$ cat config.mk
export PLATFORM = sky130hd
export DESIGN_NAME = uart_rx_os
export DESIGN_NICKNAME = d
export VERILOG_FILES = /design/src/rtl/uart_pkg.sv /design/src/rtl/uart_sync.sv /design/src/rtl/uart_rx_os.sv
export SDC_FILE = /design/constraint.sdc
export NUM_CORES = 1
export LEC_CHECK = 0
export CAP_MARGIN = 25
export CORE_ASPECT_RATIO = 0.9
export CORE_MARGIN = 2
export CORE_UTILIZATION = 45
export DETAILED_ROUTE_END_ITERATION = 8
export DONT_BUFFER_PORTS = 1
export HOLD_SLACK_MARGIN = 0.06
export PLACE_DENSITY_LB_ADDON = 0.15
export SYNTH_ARGS = -nofsm -noshare
export SYNTH_HDL_FRONTEND = slang
export SYNTH_SLANG_ARGS = --single-unit
$ cat constraint.sdc
create_clock -name clk -period 1.75 [get_ports clk]
set_clock_uncertainty 0.05 [all_clocks]
set_input_delay 0.175 -clock clk [delete_from_list [all_inputs] [get_ports clk]]
set_output_delay 0.175 -clock clk [all_outputs]
set_load 0.01 [all_outputs]
$ cat src/rtl/uart_pkg.sv
// Shared UART definitions: parity mode constants, receiver state encoding and
// a parameter-legality check used by the receiver (and the transmitter later).
package uart_pkg;

  localparam int unsigned PARITY_NONE = 0;
  localparam int unsigned PARITY_ODD  = 1;
  localparam int unsigned PARITY_EVEN = 2;

  typedef enum logic [2:0] {
    ST_IDLE,
    ST_START,
    ST_DATA,
    ST_PAR,
    ST_STOP,
    ST_BREAK
  } rx_state_t;

  function automatic bit uart_params_ok(input int unsigned data_bits,
                                        input int unsigned clks_per_bit,
                                        input int unsigned parity,
                                        input int unsigned stop_bits,
                                        input int unsigned sync_stages);
    return (data_bits >= 5) && (data_bits <= 9) &&
           (clks_per_bit >= 4) && (clks_per_bit % 2 == 0) &&
           (parity <= PARITY_EVEN) &&
           (stop_bits == 1 || stop_bits == 2) &&
           (sync_stages >= 2);
  endfunction

endpackage

$ cat src/rtl/uart_sync.sv
// N-stage synchroniser for an asynchronous single-bit input.
// Ports:
//   clk      system clock
//   rst_n    asynchronous active-low reset; all stages load RST_VAL
//   i_async  asynchronous input
//   o_sync   synchronised output (STAGES cycles of latency)
module uart_sync #(
  parameter int unsigned STAGES  = 2,
  parameter logic        RST_VAL = 1'b1
) (
  input  logic clk,
  input  logic rst_n,
  input  logic i_async,
  output logic o_sync
);

  logic [STAGES-1:0] r_sync;

  always_ff @(posedge clk or negedge rst_n) begin
    if (!rst_n) r_sync <= {STAGES{RST_VAL}};
    else        r_sync <= {r_sync[STAGES-2:0], i_async};
  end

  assign o_sync = r_sync[STAGES-1];

endmodule

$ cat src/rtl/uart_rx_os.sv
// UART receiver with mid-bit sampling from an internal baud counter,
// configurable data width / parity / stop bits, error flags and a
// valid/ready holding register.
// Ports:
//   clk, rst_n   system clock, asynchronous active-low reset
//   rx           asynchronous serial line, idle high
//   data         held received word (LSB received first)
//   valid        held word available; popped by valid && ready
//   ready        consumer accept
//   frame_err    held word had a low stop bit
//   parity_err   held word failed parity
//   overrun      one-cycle pulse when a completed frame was dropped
module uart_rx_os
  import uart_pkg::*;
#(
  parameter int unsigned DATA_BITS    = 8,
  parameter int unsigned CLKS_PER_BIT = 16,
  parameter int unsigned PARITY       = 0,
  parameter int unsigned STOP_BITS    = 1,
  parameter int unsigned SYNC_STAGES  = 2
) (
  input  logic                 clk,
  input  logic                 rst_n,
  input  logic                 rx,
  output logic [DATA_BITS-1:0] data,
  output logic                 valid,
  input  logic                 ready,
  output logic                 frame_err,
  output logic                 parity_err,
  output logic                 overrun
);

  if (!uart_params_ok(DATA_BITS, CLKS_PER_BIT, PARITY, STOP_BITS, SYNC_STAGES)) begin : g_param_check
    $error("uart_rx_os: illegal parameter set");
  end

  localparam int unsigned      CW            = $clog2(CLKS_PER_BIT);
  localparam logic [CW-1:0]    CNT_LAST      = CW'(CLKS_PER_BIT - 1);
  localparam logic [CW-1:0]    CNT_HALF      = CW'(CLKS_PER_BIT / 2 - 1);
  localparam logic [3:0]       IDX_DATA_LAST = 4'(DATA_BITS - 1);
  localparam logic [3:0]       IDX_STOP_LAST = 4'(STOP_BITS - 1);

  logic                 w_rx_s;
  rx_state_t            r_state, w_state_nxt;
  logic [CW-1:0]        r_cnt;
  logic [3:0]           r_idx;
  logic [DATA_BITS-1:0] r_shift;
  logic                 r_ferr, r_perr;
  logic [DATA_BITS-1:0] r_data;
  logic                 r_valid, r_frame_err, r_parity_err, r_overrun;

  logic w_bit_tick, w_cnt_clr, w_frame_start, w_shift_en, w_par_en;
  logic w_stop_en, w_commit, w_idx_clr, w_par_bad;

  uart_sync #(.STAGES(SYNC_STAGES), .RST_VAL(1'b1)) u_sync (
    .clk     (clk),
    .rst_n   (rst_n),
    .i_async (rx),
    .o_sync  (w_rx_s)
  );

  assign w_bit_tick = (r_cnt == CNT_LAST);
  assign w_idx_clr  = w_frame_start || (w_shift_en && r_idx == IDX_DATA_LAST);
  assign w_par_bad  = (PARITY == PARITY_ODD) ? ~(^{r_shift, w_rx_s}) : (^{r_shift, w_rx_s});

  always_ff @(posedge clk or negedge rst_n) begin
    if (!rst_n) r_state <= ST_IDLE;
    else        r_state <= w_state_nxt;
  end

  always_comb begin
    w_state_nxt   = r_state;
    w_cnt_clr     = 1'b0;
    w_frame_start = 1'b0;
    w_shift_en    = 1'b0;
    w_par_en      = 1'b0;
    w_stop_en     = 1'b0;
    w_commit      = 1'b0;
    unique case (r_state)
      ST_IDLE: begin
        if (!w_rx_s) begin
          w_state_nxt = ST_START;
          w_cnt_clr   = 1'b1;
        end
      end
      ST_START: begin
        if (r_cnt == CNT_HALF) begin
          if (w_rx_s) begin
            w_state_nxt = ST_IDLE;
          end else begin
            w_state_nxt   = ST_DATA;
            w_cnt_clr     = 1'b1;
            w_frame_start = 1'b1;
          end
        end
      end
      ST_DATA: begin
        if (w_bit_tick) begin
          w_shift_en = 1'b1;
          if (r_idx == IDX_DATA_LAST)
            w_state_nxt = (PARITY != PARITY_NONE) ? ST_PAR : ST_STOP;
        end
      end
      ST_PAR: begin
        if (w_bit_tick) begin
          w_par_en    = 1'b1;
          w_state_nxt = ST_STOP;
        end
      end
      ST_STOP: begin
        if (w_bit_tick) begin
          w_stop_en = 1'b1;
          if (r_idx == IDX_STOP_LAST) begin
            w_commit    = 1'b1;
            w_state_nxt = w_rx_s ? ST_IDLE : ST_BREAK;
          end
        end
      end
      ST_BREAK: begin
        if (w_rx_s) w_state_nxt = ST_IDLE;
      end
      default: w_state_nxt = ST_IDLE;
    endcase
  end

  // Baud counter, bit index and per-frame accumulators.
  always_ff @(posedge clk or negedge rst_n) begin
    if (!rst_n) begin
      r_cnt   <= '0;
      r_idx   <= '0;
      r_shift <= '0;
      r_ferr  <= 1'b0;
      r_perr  <= 1'b0;
    end else begin
      if (w_cnt_clr || w_bit_tick) r_cnt <= '0;
      else                         r_cnt <= r_cnt + CW'(1);

      if (w_idx_clr)                    r_idx <= '0;
      else if (w_shift_en || w_stop_en) r_idx <= r_idx + 4'd1;

      if (w_shift_en) r_shift <= {w_rx_s, r_shift[DATA_BITS-1:1]};

      if (w_frame_start)             r_ferr <= 1'b0;
      else if (w_stop_en && !w_rx_s) r_ferr <= 1'b1;

      if (w_frame_start) r_perr <= 1'b0;
      else if (w_par_en) r_perr <= w_par_bad;
    end
  end

  // Holding register: a commit always wins over a plain pop; the stop sample
  // in the commit cycle is folded into the frame error directly.
  always_ff @(posedge clk or negedge rst_n) begin
    if (!rst_n) begin
      r_data       <= '0;
      r_valid      <= 1'b0;
      r_frame_err  <= 1'b0;
      r_parity_err <= 1'b0;
      r_overrun    <= 1'b0;
    end else begin
      r_overrun <= 1'b0;
      if (w_commit) begin
        if (!r_valid || ready) begin
          r_data       <= r_shift;
          r_frame_err  <= r_ferr | ~w_rx_s;
          r_parity_err <= r_perr;
          r_valid      <= 1'b1;
        end else begin
          r_overrun <= 1'b1;
        end
      end else if (r_valid && ready) begin
        r_valid <= 1'b0;
      end
    end
  end

  assign data       = r_data;
  assign valid      = r_valid;
  assign frame_err  = r_frame_err;
  assign parity_err = r_parity_err;
  assign overrun    = r_overrun;

endmodule

==> impl_metrics.csv, run 1 <==
group,metric,value,unit
outcome,outcome,"finished clean",
synth,syn_avg_cell_area,11.9,sq um
critical_path,cp-end-kind,"flip-flop",
global_routing,grt_max_degree,36,
timing,drv_slew,0,
placed_design,gp_congestion,0.847,
global_routing,met1_usage,25.5,%
timing,finalWorstSetupSlack,0.0273,ns
drt,wl_per_cell,14.6,um
synth,yosysSeqAreaShare,51.4,%
timing,hold_slack,0.0836,ns
global_routing,antenna_found_initial,0,
run,maxCapViolCount,0,
placed_design,io_buffers,0,
drt,routed_wl,3.09,mm
pwr,power,2.12,mW
final_layout,fillers,322,
critical_path,cp_max_fo,5,
global_routing,overflow,0,
critical_path,critPathSlowestCell,"dfrtp_1",
drt,vias,1155,
synth,yosysWarnings,0,
critical_path,critPathKind,"reg -> reg",
critical_path,crit_required,1.87,ns
floorplanning,coreArea,3680,sq um
final_layout,fin_util,56.5,%
hold_path,worstHoldPathType,"in -> reg",
floorplanning,io_pins,16,
critical_path,critPathLaunchType,"flip-flop",
synth,async_flop_share,100,%
synth,synth_seq_cells,35,
timing,layout_min_cycle_time,1.72,ns
clock_network,cts_sinks,35,
synth,yosysUniqueCellTypes,42,
drt,firstDrtPassIters,4,
global_routing,grtUsageMet3,5.05,%
clock_network,h-tree-depth,2,
final_layout,final_cells,211,
clock_network,clkLatencyLatePin,0.28,ns
global_routing,grtUsageMet2,22.6,%
drt,detail-route-antenna-nets,0,
timing,fmax,580,MHz
drt,remaining_drc_errors,0,
timing,worstMarginPinSlew,0.414,ns
pwr,ir_drop,0.777,mV
final_layout,design_area,2080,sq um
final_layout,antenna_cells,0,
final_layout,drive_gt1_share,36.4,%
timing,finalSetupTns,0,ns
placed_design,hpwl,2.18,mm
global_routing,grt_usage,16.8,%
critical_path,cp_data_arrival_time,1.85,ns
clock_network,clockRootBuffer,"clkbuf_8",
floorplanning,die_w,68.9,um
global_routing,top_usage_layer,"met1",
clock_network,cts_tree,"yes",
synth,yosys_most_used_dff,"dfrtp_1",
floorplanning,rows,21,
pwr,power_leakage,0.971,nW
placed_design,place_ws,-0.0256,ns
global_routing,grt_pass1_vias,1131,
final_layout,layout.nets,172,
critical_path,cp_slowest_stage_delay,0.37,ns
timing,fin_crit_sh,98.4,%
placed_design,dp.cells,198,
clock_network,clkTransAtPathRegs,0.07,ns
drt,viasPerCell,5.47,
critical_path,worstPathCellList,"ha_1, nor4bb_4, o41ai_2, or3_4, a21o_1",
synth,synth_edf_count,0,
clock_network,clockBufferDepth,2,
timing,setup_violations,0,
floorplanning,dieArea,4300,sq um
synth,synthCells,144,
timing,slew_headroom,72.3,%
clock_network,cts_inserted_buffers,5,
final_layout,area_growth,21.6,%
drt,drtIter0Drc,57,
floorplanning,die_y,62.4,um
timing,rsz0062_at_grt,"true",
global_routing,grt_pass1_wl,5.36,mm
floorplanning,initial_core_util,46.4,%
timing,finalHoldViolCount,0,
synth,synth_nets,151,
placed_design,placed_cell_area,1830,sq um
synth,syn_area,1710,sq um
pwr,pwr_density_cell,1020,nW/um^2
cell usage after synthesis (2+ instances only):
library cell	count	area share (%)
a21oi_1	6	1.8
buf_4	4	1.8
dfrtp_1	33	48
dfstp_2	2	3.1
ha_1	3	2.2
inv_1	4	0.88
mux2_2	16	11
nand2_1	9	2.0
nand2b_1	2	0.73
nand3_1	5	1.5
nand3b_1	2	0.88
nand4_1	2	0.73
nor2_1	12	2.6
nor3_1	3	0.88
nor3b_1	2	0.88
nor3b_2	2	1.5
o21ai_0	5	1.5
o41ai_1	2	1.0
xnor2_1	3	1.5
xnor3_1	2	2.6
xor2_1	4	2.1
final timing paths:
kind | to | slack (ns) | startpoint | cells past startpoint
min | overrun$_DFF_PN0_ | 0.08 | ready | 2
max in group asynchronous | u_sync.r_sync[1]$_DFF_PN1_ | 1.10 | rst_n | 2
max | r_state[1]$_DFFE_PN0P_ | 0.03 | r_cnt[0]$_DFF_PN0_ | 5
max reg2reg | r_state[1]$_DFFE_PN0P_ | 0.03 | r_cnt[0]$_DFF_PN0_ | 5
min reg2reg | u_sync.r_sync[1]$_DFF_PN1_ | 0.31 | u_sync.r_sync[0]$_DFF_PN1_ | 0
min in group asynchronous | r_idx[1]$_DFFE_PN0P_ | 0.29 | rst_n | 2
sequential cells by signal, indices dropped and copies added, names as in the netlist:
signal	flops
r_idx	4
parity_err	1
r_perr	1
u_sync.r_sync	2
r_shift	8
r_ferr	1
frame_err	1
overrun	1
data	8
r_cnt	4
valid	1
r_state	3
power breakdown:
part	internal [mW]	switching (mW)	total (mW)
combinational	0.297	0.235	0.531
clock	0.308	0.265	0.573
sequential	0.884	0.132	1.02
final cells by class:
type / instances / area (sq um) / area share (%)
clock buffer: 6 / 82.6 / 3.98
clock inverter: 1 / 5.00 / 0.241
inverter: 4 / 15.0 / 0.723
multi-input combinational: 100 / 855 / 41.1
sequential: 35 / 882 / 42.5
tap: 46 / 57.6 / 2.77
timing repair buffer: 19 / 180 / 8.67
cell families after synthesis:
group,count (synthesis),share of synthesized area [%]
AO/OA/AOI/OAI,20,7.47
XOR/XNOR,9,6.23
adder cells (fa/ha/maj),3,2.20
buffers and inverters,9,3.30
flip-flops,35,51.4
multiplexers,18,11.8
AND/OR/NAND/NOR,50,17.6
cell usage in the layout, fill, tap and decap left out, types with 3 or more instances in the layout:
master	netlist	layout
a21oi_1	6	5
buf_4	4	13
clkbuf_8	0	6
dfrtp_1	33	30
dfrtp_2	0	3
inv_1	4	3
mux2_2	16	16
nand2_1	9	9
nand3_1	5	5
nor2_1	12	12
nor3_1	3	3
nor3b_2	2	3
o21ai_0	5	5
xnor2_1	3	3
xor2_1	4	4
worst max-delay path: cells and delay by family (launching register included):
kind	cells	cell delay (ns)
AO/OA/AOI/OAI	2	0.26
adder cells (fa/ha/maj)	1	0.26
flip-flops	1	0.37
AND/OR/NAND/NOR	2	0.68
per-layer routing:
layer | vias to the layer above | part of all wire, %
met3 | 5 | 3.8
met4 | 0 | 1.2
met1 | 576 | 48
met5 | - | 0
met2 | 18 | 46
li1 | 556 | -
timing repair:
| action | 4_1_cts | 5_1_grt |
|---|---|---|
| resized for setup | 3 | 17 |
| hold endpoints to repair | 36 | 0 |
| setup buffers | 1 | 2 |
| hold buffers | 3 | 0 |
| endpoints found under the setup margin | 2 | 22 |
| pin swaps | 0 | 4 |
(Power assumes the default switching activity.)
==> inputs of run 2 (changes only) <==
- PLACE_DENSITY: unset -> 0.61
- PLACE_DENSITY_LB_ADDON: 0.15 -> unset
==> run 2 against run 1 <==
Compared with the run above:
- critical path depth rose by 1
- die area did not move
- hold slack got worse by 0.021 ns
- sequential cell count did not move
- largest cell class unchanged
==> impl_metrics.csv, run 2 (same netlist as run 1, synthesis figures left out) <==
group,metric,value,unit
outcome,outcome,"finished clean",
placed_design,hpwl,2.32,mm
critical_path,worstPathCellList,"inv_2, ha_1, nor3b_4, o32ai_2, or3_4, a21o_1",
floorplanning,io_pins,16,
critical_path,crit_start,"r_idx[0]$_DFFE_PN0P_",
timing,rsz0062_at_grt,"true",
placed_design,placed_cell_area,1830,sq um
clock_network,cts_tree,"yes",
placed_design,dp.cells,199,
critical_path,crit-reg2reg-launch,"r_idx[0]$_DFFE_PN0P_",
final_layout,drive_gt1_share,36.9,%
global_routing,overflow,0,
timing,setup_violations,0,
timing,finalWorstSetupSlack,0.0399,ns
run,maxCapViolCount,0,
critical_path,regToRegSetupSlack,0.04,ns
final_layout,antenna_cells,0,
clock_network,clockBufferDepth,2,
critical_path,cp_max_fo,3,
drt,vias,1186,
critical_path,critPathSlowestCell,"or3_4",
hold_path,hold-path-cell-count,2,
drt,firstDrtPassIters,4,
critical_path,path_depth,6,
global_routing,antenna_found_initial,0,
floorplanning,initial_core_util,46.4,%
final_layout,design_area,2080,sq um
drt,drtIter0Drc,62,
floorplanning,die_w,68.9,um
critical_path,path_delay_family,"simple AND/OR/NAND/NOR gates",
global_routing,grt_usage,16.8,%
placed_design,gp_congestion,0.802,
critical_path,cp_slowest_stage_delay,0.42,ns
critical_path,reg2reg_depth,6,
drt,remaining_drc_errors,0,
clock_network,h-tree-depth,2,
global_routing,grt_max_degree,36,
global_routing,grt_pass1_vias,1205,
drt,viasPerCell,5.54,
final_layout,final_cell_mix,"dfrtp_1 (30), mux2_2 (16), buf_4 (16)",
clock_network,clockRootBuffer,"clkbuf_8",
final_layout,regArea,882,sq um
final_layout,final_common_cell,"dfrtp_1",
clock_network,cts_inserted_buffers,5,
drt,routed_wl,3.38,mm
critical_path,critPathLaunchType,"flip-flop",
floorplanning,rows,21,
timing,drv_slew,0,
final_layout,final_cells,214,
clock_network,clkLatencyLatePin,0.28,ns
final_layout,layout.nets,174,
critical_path,timing.rr.end,"r_state[1]$_DFFE_PN0P_",
timing,fin_crit_sh,97.7,%
final_layout,fillers,320,
timing,hold_slack,0.0626,ns
placed_design,place_ws,-0.0541,ns
timing,fmax,585,MHz
timing,finalHoldViolCount,0,
pwr,power_leakage,0.986,nW
final_layout,area_growth,21.5,%
clock_network,clkTransAtPathRegs,0.07,ns
pwr,pwr_density_cell,1090,nW/um^2
critical_path,cp-end-kind,"flip-flop",
floorplanning,dieArea,4300,sq um
critical_path,cp_data_arrival_time,1.84,ns
floorplanning,die_y,62.4,um
hold_path,worstHoldPathType,"in -> reg",
timing,slew_headroom,70.9,%
critical_path,crit_path_end,"r_state[1]$_DFFE_PN0P_",
drt,detail-route-antenna-nets,0,
timing,worstMarginPinSlew,0.434,ns
critical_path,crit_required,1.88,ns
timing,layout_min_cycle_time,1.71,ns
critical_path,critPathKind,"reg -> reg",
final_layout,multi_input_area,845,sq um
global_routing,grt_pass1_wl,5.44,mm
placed_design,io_buffers,0,
pwr,ir_drop,0.628,mV
drt,wl_per_cell,15.8,um
pwr,power,2.25,mW
critical_path,path_buf_inv,1,
floorplanning,coreArea,3680,sq um
clock_network,cts_sinks,35,
-- run 2: final cells by class --
cell class              count  share of cell area [%]
clock buffers               8                    4.82
repair buffers             21                    8.50
multi-input cells         100                    40.7
flip-flops and latches     35                    42.5
inverters                   4                   0.723
well taps                  46                    2.77
-- run 2: timing repair --
| item | 4_1_cts | 5_1_grt |
|---|---|---|
| cloned | 0 | 0 |
| pin swaps | 0 | 4 |
| hold buffers | 3 | 0 |
| setup endpoints to repair | 11 | 17 |
| gates resized for setup | 2 | 17 |
| buffers inserted | 0 | 4 |
| hold endpoints to repair | 36 | 0 |
-- run 2: stage by stage --
stage / utilization, % / TNS, ns
6_report: 56.4 / 0
5_1_grt: 56.4 / -0.208
4_1_cts: 53.7 / -0.00558
3_5_place_dp: 49.7 / -0.132
3_3_place_gp: 49.7 / -0.00968
2_1_floorplan: - / 0
-- run 2: worst min path at each step --
stage / from / endpoint
floorplan: rst_n / data[0]$_DFFE_PN0P_
global placement: rst_n / r_state[2]$_DFFE_PN0P_
detailed placement: rst_n / r_state[1]$_DFFE_PN0P_
CTS: ready / overrun$_DFF_PN0_
global route: ready / valid$_DFFE_PN0P_
finish: ready / overrun$_DFF_PN0_
-- run 2: power by group --
part | internal, mW | switching, mW
clock network | 0.359 | 0.269
logic | 0.347 | 0.291
registers | 0.884 | 0.104
total | 1.59 | 0.665
-- run 2: metal layers --
| layer | wire, um | GRT usage (%) | vias up | part of all wire, % |
|---|---|---|---|---|
| li1 | - | - | 559 | - |
| met1 | 1560 | 23.2 | 588 | 46 |
| met2 | 1650 | 25.7 | 33 | 49 |
| met3 | 131 | 4.86 | 6 | 3.9 |
| met4 | 36 | 4.66 | 0 | 1.1 |
| met5 | 0 | 0 | - | 0 |
